==> src/rtl/mem_arbiter.sv <==
// Round-robin arbiter/sequencer sharing one single-port memory between instruction
// fetch, the data path and a debug/loader port: one access every two cycles.
module mem_arbiter #(
  parameter int RAM_SIZE_BIT  = 8,
  parameter int RAM_INST_SIZE = 32,
  parameter int INST_PROTECT  = 1
) (
  input  logic        clk,
  input  logic        reset,
  input  logic        if_req,
  input  logic [31:0] if_addr,
  output logic        if_gnt,
  output logic        if_rvalid,
  output logic [31:0] if_rdata,
  input  logic        d_req,
  input  logic        d_we,
  input  logic [31:0] d_addr,
  input  logic [31:0] d_wdata,
  output logic        d_gnt,
  output logic        d_rvalid,
  output logic [31:0] d_rdata,
  output logic        d_err,
  input  logic        dbg_req,
  input  logic        dbg_we,
  input  logic [31:0] dbg_addr,
  input  logic [31:0] dbg_wdata,
  output logic        dbg_gnt,
  output logic        dbg_rvalid,
  output logic [31:0] dbg_rdata,
  output logic [31:0] mem_addr,
  output logic [31:0] mem_wdata,
  output logic        mem_read,
  output logic        mem_write,
  input  logic [31:0] mem_rdata
);

  typedef enum logic {S_IDLE, S_ACCESS} state_t;
  typedef enum logic [1:0] {OWN_IF, OWN_D, OWN_DBG} owner_t;

  localparam logic [RAM_SIZE_BIT:0] INST_LIMIT = RAM_INST_SIZE[RAM_SIZE_BIT:0];

  state_t      state_q, state_d;
  owner_t      last_q, last_d;
  owner_t      owner_q, owner_d;
  owner_t      win;
  logic        any_req;
  logic [31:0] addr_q, addr_d;
  logic [31:0] wdata_q, wdata_d;
  logic        we_q, we_d;
  logic        blocked;
  logic        if_rvalid_q, d_rvalid_q, dbg_rvalid_q;
  logic [31:0] if_rdata_q, d_rdata_q, dbg_rdata_q;

  // Search starts at the requester following the previous winner.
  function automatic owner_t rr_pick(input owner_t last, input logic r_if,
                                     input logic r_d, input logic r_dbg);
    owner_t pick;
    unique case (last)
      OWN_IF:  pick = r_d   ? OWN_D   : (r_dbg ? OWN_DBG : OWN_IF);
      OWN_D:   pick = r_dbg ? OWN_DBG : (r_if  ? OWN_IF  : OWN_D);
      default: pick = r_if  ? OWN_IF  : (r_d   ? OWN_D   : OWN_DBG);
    endcase
    return pick;
  endfunction

  assign any_req = if_req | d_req | dbg_req;
  assign win     = rr_pick(last_q, if_req, d_req, dbg_req);
  assign blocked = (INST_PROTECT != 0) && (owner_q == OWN_D) && we_q &&
                   ({1'b0, addr_q[RAM_SIZE_BIT+1:2]} < INST_LIMIT);

  always_comb begin
    state_d = state_q;
    last_d  = last_q;
    owner_d = owner_q;
    addr_d  = addr_q;
    wdata_d = wdata_q;
    we_d    = we_q;
    unique case (state_q)
      S_IDLE: begin
        if (any_req) begin
          state_d = S_ACCESS;
          last_d  = win;
          owner_d = win;
          unique case (win)
            OWN_IF: begin
              addr_d  = if_addr;
              wdata_d = '0;
              we_d    = 1'b0;
            end
            OWN_D: begin
              addr_d  = d_addr;
              wdata_d = d_wdata;
              we_d    = d_we;
            end
            default: begin
              addr_d  = dbg_addr;
              wdata_d = dbg_wdata;
              we_d    = dbg_we;
            end
          endcase
        end
      end
      default: state_d = S_IDLE;
    endcase
  end

  always_ff @(posedge clk or negedge reset) begin
    if (!reset) begin
      state_q <= S_IDLE;
      last_q  <= OWN_DBG;
      owner_q <= OWN_DBG;
    end else begin
      state_q <= state_d;
      last_q  <= last_d;
      owner_q <= owner_d;
    end
  end

  // Latched request payload only matters while in ACCESS, so it needs no reset.
  always_ff @(posedge clk) begin
    addr_q  <= addr_d;
    wdata_q <= wdata_d;
    we_q    <= we_d;
  end

  always_ff @(posedge clk or negedge reset) begin
    if (!reset) begin
      if_rvalid_q  <= 1'b0;
      d_rvalid_q   <= 1'b0;
      dbg_rvalid_q <= 1'b0;
      if_rdata_q   <= '0;
      d_rdata_q    <= '0;
      dbg_rdata_q  <= '0;
    end else begin
      if_rvalid_q  <= 1'b0;
      d_rvalid_q   <= 1'b0;
      dbg_rvalid_q <= 1'b0;
      if (state_q == S_ACCESS && !we_q) begin
        unique case (owner_q)
          OWN_IF: begin
            if_rvalid_q <= 1'b1;
            if_rdata_q  <= mem_rdata;
          end
          OWN_D: begin
            d_rvalid_q <= 1'b1;
            d_rdata_q  <= mem_rdata;
          end
          default: begin
            dbg_rvalid_q <= 1'b1;
            dbg_rdata_q  <= mem_rdata;
          end
        endcase
      end
    end
  end

  always_comb begin
    mem_addr  = '0;
    mem_wdata = '0;
    mem_read  = 1'b0;
    mem_write = 1'b0;
    if_gnt    = 1'b0;
    d_gnt     = 1'b0;
    dbg_gnt   = 1'b0;
    d_err     = 1'b0;
    if (state_q == S_ACCESS) begin
      mem_addr  = addr_q;
      mem_wdata = wdata_q;
      mem_read  = !we_q;
      mem_write = we_q && !blocked;
      if_gnt    = (owner_q == OWN_IF);
      d_gnt     = (owner_q == OWN_D);
      dbg_gnt   = (owner_q == OWN_DBG);
      d_err     = blocked;
    end
  end

  assign if_rvalid  = if_rvalid_q;
  assign d_rvalid   = d_rvalid_q;
  assign dbg_rvalid = dbg_rvalid_q;
  assign if_rdata   = if_rdata_q;
  assign d_rdata    = d_rdata_q;
  assign dbg_rdata  = dbg_rdata_q;

endmodule

==> config.mk <==
export PLATFORM = sky130hd
export DESIGN_NAME = mem_arbiter
export DESIGN_NICKNAME = d
export VERILOG_FILES = /design/src/rtl/mem_arbiter.sv
export SDC_FILE = /design/constraint.sdc
export NUM_CORES = 1
export LEC_CHECK = 0
export BUFFER_PORTS_ARGS = -buffer_cell sky130_fd_sc_hd__buf_2
export CAP_MARGIN = 15
export CORE_AREA = 2 2 143 145
export DETAILED_ROUTE_END_ITERATION = 16
export DIE_AREA = 0 0 145 147
export PLACE_DENSITY = 0.69
export SYNTH_ARGS = -nofsm -noshare
export SYNTH_HDL_FRONTEND = slang
export SYNTH_SLANG_ARGS = --single-unit
export TNS_END_PERCENT = 30
==> constraint.sdc <==
create_clock -name clk -period 8.7 [get_ports clk]
set_clock_uncertainty 0.1 [all_clocks]
set_input_delay 1.74 -clock clk [delete_from_list [all_inputs] [get_ports clk]]
set_output_delay 1.74 -clock clk [all_outputs]
set_load 0.02 [all_outputs]
==> impl_metrics.json <==
{
  "outcome": "finished, final reports clean",
  "synthArstFlopShare_pct": 61.1,
  "wl_per_cell_um": 17.5,
  "grt_overflow": 0,
  "final_core_util_pct": 52.6,
  "finalHoldViolCount": 0,
  "gp_congestion": 0.839,
  "synth_top_area_share_pct": 32.7,
  "wirelength_um": 21500,
  "core-area_sq_um": 19800,
  "irDropWorstVdd_mv": 0.167,
  "cts-root-buf": "clkbuf_16",
  "die_x_um": 145,
  "cts_made_buffers": 17,
  "path_clk_slew_ns": 0.07,
  "clock_sinks": 167,
  "synth_area_leaders": "dfrtp_1 (33%), edfxtp_1 (25%), mux2_1 (14%), and2_1 (5.2%), a22o_1 (3.7%)",
  "drv_slew": 0,
  "grt_usage_pct": 19.9,
  "num_vias": 6281,
  "end_kind": "output pin",
  "critical_path_required_ns": 6.86,
  "power_density_nw_per_um2": 348,
  "rsz0062_at_grt": "no",
  "cts_hold_buffers": 0,
  "crit_fanout": 44,
  "cts.path.max_buffers": 2,
  "power_mw": 3.63,
  "synthDistinctLibCells": 34,
  "cts_tree": "built",
  "syn-num-nets": 804,
  "yosysTopAreaCell": "dfrtp_1",
  "min_period_ns": 4.14,
  "viasPerCell": 5.11,
  "die_h_um": 147,
  "worstSetupStartpointType": "flip-flop",
  "grt_max_degree": 82,
  "antenna_cells": 0,
  "initialDrtViolationCount": 237,
  "slew_headroom_pct": 27.9,
  "syn_avg_cell_area_sq_um": 12.8,
  "yosysWarningCount": 0,
  "fin_area_sq_um": 10400,
  "start_util_pct": 39.0,
  "ant_nets": 0,
  "nNetsFinal": 1147,
  "fin_crit_sh_pct": 47.6,
  "htreeDepth": 4,
  "clock.fmax_mhz": 242,
  "drive_gt1_share_pct": 44.4,
  "post_cts_buffers": 0,
  "rows": 52,
  "io-pin-count": 368,
  "setup.worst_path.class": "flip-flop to output pin",
  "synth_edf_count": 65,
  "insertion_delay_ns": 0.42,
  "io_buffers": 367,
  "yosysSeqAreaShare_pct": 58.3,
  "cts_resized": 0,
  "hold_slack_ns": 0.379,
  "route.detailed.drc": 0,
  "min_path_type": "flip-flop to flip-flop",
  "netlist_instances": 605,
  "ys_seq_elements": 167,
  "place_area_sq_um": 9800,
  "grt_pass1_vias": 6139,
  "tns_ns": 0,
  "finalSetupViolations": 0,
  "synth_ff_type": "dfrtp_1",
  "drt_pre_antenna_iters": 6,
  "p_leak_nw": 4.96,
  "max_cap_violations": 0,
  "dieArea_sq_um": 21300,
  "dp_hpwl_um": 15500,
  "netlist_area_sq_um": 7730,
  "grt_pass1_wl_um": 33500,
  "tightest_slew_ns": 1.08,
  "antenna_found_initial": 0,
  "critPathArrivalTime_ns": 2.30,
  "area_growth_pct": 35.0
}
[synth_stat cells, types with 2 or more instances]
cell type,n
mux2_1,93
and3_1,2
nor2b_1,2
nor2_1,4
clkbuf_1,33
o211ai_1,32
nand2b_1,3
nand2_1,34
mux2_2,4
inv_1,34
nor3b_1,2
dfrtp_1,101
o2111ai_1,32
inv_2,2
a22o_1,33
edfxtp_1,65
and2_1,64
buf_2,16
buf_6,3
o31ai_1,32
[critical path, cell delays in order (launching register included)]
cell and delay (ns):
dfstp_2 1.16, nand2b_1 0.28, nor4_1 0.09, and3_1 0.18, buf_2 0.17
[layout by cell type (no fill, tap or decap), drive strengths merged, types with 18 or more instances in the layout]
master / instances
a22o: 33
and2: 64
buf: 378
clkbuf: 18
dfrtp: 101
edfxtp: 65
inv: 41
mux2: 97
nand2: 34
o2111ai: 32
o211ai: 32
o31ai: 32
[sequential cells by signal (all words and copies together) (netlist names)]
signal	flops
wdata_q	32
state_q	1
d_rdata	32
we_q	1
owner_q	2
dbg_rdata	32
if_rvalid	1
if_rdata	32
addr_q	32
d_rvalid	1
dbg_rvalid	1
[cell type report]
type | count | area [sq um]
clock inverter | 13 | 188
tap | 270 | 338
timing repair buffer | 378 | 1930
fill | 1723 | 9400
multi-input combinational | 348 | 2910
clock buffer | 18 | 439
sequential | 167 | 4510
inverter | 36 | 135
[metal layers]
| metal | global-route usage (%) | vias up | part of all wire [%] |
|---|---|---|---|
| li1 | - | 2933 | - |
| met1 | 23.2 | 2995 | 39 |
| met2 | 35.2 | 318 | 51 |
| met3 | 5.22 | 35 | 7.8 |
| met4 | 7.72 | 0 | 2.7 |
| met5 | 0 | - | 0 |
[worst paths after layout]
path / from / endpoint / slack [ns] / cells after the start
min in group asynchronous: reset / dbg_rdata[30] / 1.10 / 1
min reg2reg: if_rdata[31] / if_rdata[31] / 0.38 / 1
max: owner_q[1] / d_err / 4.56 / 4
min: if_rdata[31] / if_rdata[31] / 0.38 / 1
max reg2reg: owner_q[1] / wdata_q[12] / 5.61 / 5
max in group asynchronous: reset / if_rdata[5] / 6.11 / 2
[power by group]
group	total, mW	switching, mW	internal, mW
registers	1.38	0.181	1.20
logic	1.45	0.882	0.567
clock network	0.799	0.331	0.468
total	3.63	1.39	2.24
[cells by family after synthesis]
kind of cell | share of synthesized area [%]
AOI/OAI and AO/OA | 13.8
buffers and inverters | 4.98
DFF | 58.3
muxes | 14.3
and+or+nand+nor | 8.69
[stage by stage]
step,setup WS (ns),std cells
2_1_floorplan,3.18,605
3_3_place_gp,4.38,1198
3_5_place_dp,4.36,1198
4_1_cts,4.53,1229
5_1_grt,4.45,1230
6_report,4.56,1230
Note: power is estimated with default switching activity, not from simulation.
